`src/rtl/modulo_alimentador_rolhas.sv`:
```
// Cork feeder: keeps a local cork stock and delivers one batch of corks per
// low-level request over a valid/ready handshake, with a stock-shortage alarm.
module modulo_alimentador_rolhas #(
    parameter int W       = 7,
    parameter int EST_MAX = 99,
    parameter int CAP_MAQ = 99,
    parameter int LOTE    = 15
) (
    input  logic         clk,
    input  logic         clr,
    input  logic         enable,
    input  logic         min_r,
    input  logic [W-1:0] nivel_maquina,
    input  logic         abastecer,
    input  logic [W-1:0] qtd_abastecer,
    input  logic         pronto,
    output logic         rolha_valida,
    output logic         lote_ativo,
    output logic [W-1:0] estoque,
    output logic [W-1:0] restante,
    output logic [7:0]   total_enviado,
    output logic         falta_estoque,
    output logic [1:0]   estado
);

    typedef enum logic [1:0] {
        OCIOSO      = 2'b00,
        CALCULA     = 2'b01,
        ENVIA       = 2'b10,
        SEM_ESTOQUE = 2'b11
    } estado_t;

    localparam logic [W:0]   EST_MAX_X = (W+1)'(EST_MAX);
    localparam logic [W-1:0] CAP_W     = W'(CAP_MAQ);
    localparam logic [W-1:0] LOTE_W    = W'(LOTE);
    localparam logic [W-1:0] UM_W      = W'(1);

    estado_t      estado_q, estado_d;
    logic [W-1:0] estoque_q, estoque_d;
    logic [W-1:0] restante_q, restante_d;
    logic [7:0]   total_q;
    logic [W:0]   soma;
    logic [W-1:0] lote_calc;
    logic         transfer;

    function automatic logic [W-1:0] sat_estoque(input logic [W:0] v);
        if (v > EST_MAX_X)
            return EST_MAX_X[W-1:0];
        else
            return v[W-1:0];
    endfunction

    // Batch size = min(LOTE, stock, free room in the machine), room clamped at 0.
    function automatic logic [W-1:0] tamanho_lote(input logic [W-1:0] est,
                                                  input logic [W-1:0] nivel);
        logic [W-1:0] folga;
        logic [W-1:0] m;
        folga = (nivel > CAP_W) ? '0 : CAP_W - nivel;
        m     = (est < LOTE_W) ? est : LOTE_W;
        return (folga < m) ? folga : m;
    endfunction

    assign rolha_valida = enable && (estado_q == ENVIA);
    assign transfer     = rolha_valida && pronto;
    assign lote_calc    = tamanho_lote(estoque_q, nivel_maquina);

    // While in ENVIA stock never falls below restante, so the decrement cannot underflow.
    assign soma = {1'b0, estoque_q}
                + (abastecer ? {1'b0, qtd_abastecer} : {(W+1){1'b0}})
                - {{W{1'b0}}, transfer};

    always_comb begin
        estado_d   = estado_q;
        restante_d = restante_q;
        estoque_d  = sat_estoque(soma);
        if (!enable) begin
            estado_d   = OCIOSO;
            restante_d = '0;
        end else begin
            case (estado_q)
                OCIOSO: begin
                    if (min_r)
                        estado_d = (estoque_q == '0) ? SEM_ESTOQUE : CALCULA;
                end
                CALCULA: begin
                    restante_d = lote_calc;
                    estado_d   = (lote_calc == '0) ? OCIOSO : ENVIA;
                end
                ENVIA: begin
                    if (transfer) begin
                        restante_d = restante_q - UM_W;
                        if (restante_q == UM_W) begin
                            estado_d = OCIOSO;
                        end else if (estoque_d == '0) begin
                            estado_d   = SEM_ESTOQUE;
                            restante_d = '0;
                        end
                    end
                end
                SEM_ESTOQUE: begin
                    if (estoque_q != '0)
                        estado_d = OCIOSO;
                end
                default: estado_d = OCIOSO;
            endcase
        end
    end

    always_ff @(posedge clk) begin
        if (clr) begin
            estado_q   <= OCIOSO;
            estoque_q  <= '0;
            restante_q <= '0;
            total_q    <= '0;
        end else begin
            estado_q   <= estado_d;
            estoque_q  <= estoque_d;
            restante_q <= restante_d;
            if (transfer)
                total_q <= total_q + 8'd1;
        end
    end

    assign estado        = estado_q;
    assign lote_ativo    = (estado_q == ENVIA);
    assign falta_estoque = (estado_q == SEM_ESTOQUE);
    assign estoque       = estoque_q;
    assign restante      = restante_q;
    assign total_enviado = total_q;

endmodule
```
`config.mk`:
```
export PLATFORM = sky130hd
export DESIGN_NAME = modulo_alimentador_rolhas
export DESIGN_NICKNAME = d
export VERILOG_FILES = /design/src/rtl/modulo_alimentador_rolhas.sv
export SDC_FILE = /design/constraint.sdc
export NUM_CORES = 1
export LEC_CHECK = 0
export BUFFER_PORTS_ARGS = -buffer_cell sky130_fd_sc_hd__buf_2
export CAP_MARGIN = 30
export CORE_ASPECT_RATIO = 1.4
export CORE_MARGIN = 10
export CORE_UTILIZATION = 59
export DETAILED_ROUTE_END_ITERATION = 8
export PLACE_DENSITY = 0.86
export SYNTH_ARGS = -nofsm -noshare
export SYNTH_HDL_FRONTEND = slang
export SYNTH_SLANG_ARGS = --single-unit
```
`constraint.sdc`:
```
create_clock -name clk -period 8.5 [get_ports clk]
set_input_delay 0.425 -clock clk [delete_from_list [all_inputs] [get_ports clk]]
set_output_delay 0.425 -clock clk [all_outputs]
set_load 0.005 [all_outputs]
```
Word level (Yosys, flattened, before mapping)
Index checks and enable logic that the tools add are counted.

storage, ports and cells
  register bits after elaboration = 24
  input bits = 20
  output and inout port bits = 27
  logic and storage cells = 50

operators by class
  add/sub/neg operators = 5
  order comparisons = 4
  equality and inequality tests = 8
  muxes and demuxes = 17
  bitwise gates (word level) = 1
  reductions and logical operators = 11

operators with widths
  cell                                                                             count
  7-bit 2-to-1 mux                                                                 8
  7-bit zero test                                                                  3
  2-bit 2-to-1 mux                                                                 7
  7-bit case mux with 2 select lines                                               1
  7-bit by 7-bit adder with 8-bit output                                           1
  8-bit by 1-bit adder with 8-bit output, second input constant                    1
  8-bit by 7-bit greater-than comparator with 1-bit output, second input constant  1
  2-bit case mux with 4 select lines                                               1
  8-bit by 1-bit subtractor with 8-bit output                                      1
  7-bit by 1-bit == test with 1-bit output, second input constant                  1
  7-bit greater-than comparator, second input constant                             1
  7-bit by 4-bit < comparator with 1-bit output, second input constant             1
  7-bit < comparator                                                               1
  7-bit nonzero test                                                               1
  7-bit by 1-bit subtractor with 7-bit output, second input constant               1
  7-bit subtractor, first input constant                                           1
  2-bit == test, second input constant                                             2
  2-bit by 1-bit != test with 1-bit output, second input constant                  2
  4-bit AND reduction                                                              1
  3-bit by 1-bit != test with 1-bit output, second input constant                  1
  2-bit by 1-bit == test with 1-bit output, second input constant                  1
  1-bit logical AND                                                                2
  2-bit zero test                                                                  1
  2-bit != test, second input constant                                             1
  4 further kinds                                                                  4

Logic depth before layout (Yosys ltp)
  depth after elaboration = 11
  gate-level depth with buffers = 15
  gate-level depth less buffers = 14

Worst setup path after synthesis
OpenSTA, ideal clock, no wires.

  path kind = reg2reg
  start = reg estado_q[0] (netlist: estado[0])
  end = reg restante_q[2] (netlist: restante[2])
  library setup time = 117 ps
  data arrival time = 3583 ps
  required time = 8383 ps
  path slack = 4800 ps
  stages on the path, launching flop included = 16
  buffers on the path = 1
  clock period less this slack = 3700 ps
  cells stage by stage = dfxtp_1 -> nand2b_1 -> inv_1 -> nand3_1 -> inv_1 -> clkbuf_1 -> ha_1 -> inv_1 -> ha_1 -> fa_1 -> a211oi_2 -> nor2_1 -> xor2_1 -> or3_4 -> or4_4 -> a32o_1

between the ends
  longest elaborated chain between the ends = 11
  elaborated cells on any way between the ends = 15
  classes of those cells = 1 x add/sub; 1 x order compare; 3 x eq/ne; 5 x mux; 5 x reduce/logical

RTL lines
  item                                                      line  text
  start: declaration                                        38    estado_t estado_q, estado_d;
  start signal: assignment                                  116   estado_q <= estado_d;
  2-bit == test (*)                                         -
  net lote_ativo                                            18    output logic lote_ativo,
  1-bit logical AND (*)                                     63    assign rolha_valida = enable && (estado_q == ENVIA);
  1-bit logical AND (*)                                     64    assign transfer = rolha_valida && pronto;
  net transfer                                              44    logic transfer;
  8-bit by 1-bit subtractor with 8-bit output               70    - {{W{1'b0}}, transfer};
  8-bit by 7-bit greater-than comparator with 1-bit output  47    if (v > EST_MAX_X)
  7-bit 2-to-1 mux                                          47
  7-bit zero test                                           94    end else if (estoque_d == '0) begin
  7-bit 2-to-1 mux                                          94
  7-bit 2-to-1 mux                                          92    if (restante_q == UM_W) begin
  7-bit 2-to-1 mux                                          90    if (transfer) begin
  7-bit case mux with 2 select lines                        80    case (estado_q)
  end signal: assignment                                    118   restante_q <= restante_d;
  end: declaration                                          40    logic [W-1:0] restante_q, restante_d;

The timed path passes the listed nets; every way through them passes the cells marked *. The select of a mux whose other input is x is not followed.
A chain may end at the register's enable or synchronous reset.

Final worst setup path
  start = reg estado_q[0] (netlist: estado[0])
  end = reg restante_q[3] (netlist: restante[3])

between the ends
  longest elaborated chain between the ends = 11
  elaborated cells on any way between the ends = 15
  classes of those cells = 1 x add/sub; 1 x order compare; 3 x eq/ne; 5 x mux; 5 x reduce/logical

RTL lines
  item                                                      line
  2-bit == test                                             63, 80
  1-bit logical AND                                         63
  1-bit logical AND                                         64
  8-bit by 1-bit subtractor with 8-bit output               70
  8-bit by 7-bit greater-than comparator with 1-bit output  47
  7-bit 2-to-1 mux                                          47
  7-bit zero test                                           94
  7-bit 2-to-1 mux                                          94
  7-bit 2-to-1 mux                                          92
  7-bit 2-to-1 mux                                          90
  7-bit case mux with 2 select lines                        80

Parallel ways exist; a longest one is shown, timed or not. The select of a mux whose other input is x is not followed.

==> flow_metrics.tcl <==
set metrics [dict create \
    first_iter_violations 110 \
    initial_utilization 0.616 \
    initial_antenna_violation_count 0 \
    whs_ns 0.506 \
    avgRoutedWirePerCell_um 14.5 \
    syn-instance-count 272 \
    worstMarginPinSlew_ns 0.782 \
    worst_setup_path_startpoint "estado[0]" \
    dpl.hpwl_um 4270 \
    post-place-ws_ns 4.63 \
    grt.overflow.total 0 \
    wire_length_of_the_first_global_routing_pass_um 8960 \
    vias 2091 \
    library_cell_appearing_most_often_on_the_critical_path "inv_1" \
    number_of_synthesized_register_bits 24 \
    max_freq_mhz 256 \
    critPathMaxFanout 11 \
    setup_violations 0 \
    worst-path-buf-inv 3 \
    global_route.usage.total 0.160 \
    hold-path-cell-count 2 \
    ys_dominant_reg_cell "dfxtp_1" \
    synth_warnings 0 \
    arrival_ns 4.05 \
    htreeDepth 1 \
    placeableCoreArea_sq_um 3410 \
    synth-seq-area-share 0.229 \
    finalHoldViolCount 0 \
    cell_rows 25 \
    holdCritStartpoint "clr" \
    slew_violations 0 \
    crit_chain "nand2b_1 > inv_1 > nand3_1 > inv_1 > ha_1 > inv_1 > ha_1 > fa_1 > a211oi_2 > or4b_2 > o2111ai_1 > or2_1 > nor4_2 > o32ai_1" \
    setup.worst_path.end_class "register" \
    dr_pass1_iterations 4 \
    synth.lib_cells_used.distinct 61 \
    r2r_end "restante[3]" \
    drc_errors 0 \
    synth_async_sr_flop_share 0 \
    placed_cells 354 \
    via_count_of_the_first_global_routing_pass 2104 \
    clk_pin_slew_worst_paths_ns 0.09 \
    cpLargestDelayFamily "simple AND/OR/NAND/NOR gates" \
    area_growth_syn_to_layout_pct 15.7 \
    r2r_cells 14 \
    slowest_stage "nor4_2" \
    clock_tree.root_cell "clkbuf_8" \
    antenna_cells_inserted 0 \
    clock_sink_count 24 \
    finish.net_count 364 \
    die_w_um 70.4 \
    power_density_nw_per_um2 250 \
    synth_area_leaders "dfxtp_1 (23%), ha_1 (14%), inv_1 (6.3%)" \
    totalPowerFinal_w 0.000607 \
    buffer_ports.inserted 46 \
    cp_data_required_time_ns 8.64 \
    grt_setup_unrepaired "no" \
    final_period_minus_worst_setup_slack_ns 3.91 \
    peakVddDrop_mv 0.279 \
    synth_top_cells_by_count "inv_1 (35), nor2_1 (29), nand2_1 (27)" \
    cts_inserted_buffers 3 \
    clock_tree_skew_after_final_layout_ns 0.00245 \
    cts_setup_buffers 0 \
    design.die.area_sq_um 6380 \
    clock_path_buffers 2 \
    post_synth.cell_area_avg_sq_um 7.72 \
    post-synth-top-area-cell "dfxtp_1" \
    setup_total_negative_slack_ns 0 \
    ctsHoldBuffers 0 \
    post_synth_design_cell_area_sq_um 2100 \
    power.leakage_nw 1.19 \
    die_h_um 90.6 \
    setup_ws_ns 4.59 \
    timing.setup.critical_path_class "reg -> reg" \
    layout_worst_path_cycle_share 0.460 \
    post_detailed_route_count_of_antenna_violating_nets 0 \
    hold_path_end "total_enviado[4]" \
    setup.reg_to_reg.worst_slack_ns 4.59 \
    synth_edf_count 0 \
    slew_headroom 0.477 \
    min-delay-path-class "in -> reg" \
    wirelength_um 5200 \
    max_stage_delay_ns 0.57 \
    final_cells 358 \
    worst_skew_pair.late_latency_ns 0.27 \
    cts_tree "done" \
    gp_congestion 0.920 \
    status "finished, final reports clean" \
    grt_start_max_net_pins 18 \
    regToRegStartpoint "estado[0]" \
    max_cap_violations 0 \
    synthMostInstantiatedCell "inv_1" \
    drive_above_1_share 0.192 \
    design.portCount 47 \
    viasPerCell 5.84 \
    synth_top_area_frac 0.229 \
    crit_path_start_kind "register" \
    cts_repair_resize_count 0 \
]
==> state kept, by name, indices dropped and copies added (netlist names) <==
name           count
total_enviado      8
restante           7
estoque            7
estado             2
==> routing by layer <==
layer / vias to the layer above / track usage / share of wire / routed length, um
met3: 15 / 0.0341 / 0.051 / 267
met1: 964 / 0.168 / 0.39 / 2050
met4: 0 / 0.0693 / 0.032 / 167
li1: 1058 / - / - / -
met2: 54 / 0.293 / 0.52 / 2720
met5: - / 0 / 0 / 0
==> cell type report <==
class	count	area (sq um)
Sequential cell	24	480
Fill cell	291	980
Inverter	35	131
Clock buffer	3	41.3
Clock inverter	1	30.0
Timing Repair Buffer	46	230
Tap cell	40	50.0
Multi-Input combinational cell	209	1470
==> logic make-up after synthesis <==
family	after synthesis	synth area share
other cells	1	0.00179
fa+ha+maj	25	0.152
xor+xnor	11	0.0459
flops	24	0.229
compound gates	56	0.201
buf+inv	41	0.0768
mux	6	0.0298
simple gates	108	0.263
==> worst max path at each step <==
stage          depth (start not counted)          end
6_report                              14  restante[3]
5_1_grt                               14  restante[3]
3_5_place_dp                          14  restante[5]
2_1_floorplan                         15  restante[2]
3_3_place_gp                          14  restante[2]
4_1_cts                               14  restante[2]
==> where the power goes <==
part / switching [W] / leakage, nW / internal, W
Sequential: 0.0000165 / 0.195 / 0.000128
Clock: 0.0000377 / 0.0357 / 0.0000630
Combinational: 0.000215 / 0.962 / 0.000147
Total: 0.000269 / 1.19 / 0.000338
==> through the flow <==
step / instance area (sq um) / util
floorplan: 2110 / -
global placement: 2360 / 0.692
global route: 2430 / 0.713
detailed placement: 2360 / 0.692
finish: 2430 / 0.713
CTS: 2430 / 0.713
==> layout by cell type, fill, tap and decap left out, drive strengths merged, types with 2 or more instances in the layout <==
master   n
a32o     2
mux2     2
nor4     3
o21ai    7
dfxtp   24
inv     35
nand2   27
and2     2
nor3     6
a22oi    2
nor4b    2
xor2     9
o31ai    2
a32oi    2
buf     46
nand2b   5
o211ai   4
clkbuf   3
conb     3
a21o     2
ha      24
or4      2
a211oi   3
o32ai    3
xnor2    2
and3     2
or4b     2
or3      6
nand3   10
mux2i    4
a21oi   13
nor2b    4
nand4    3
nor2    29
o22ai    3
Note: power is estimated with default switching activity, not from simulation.
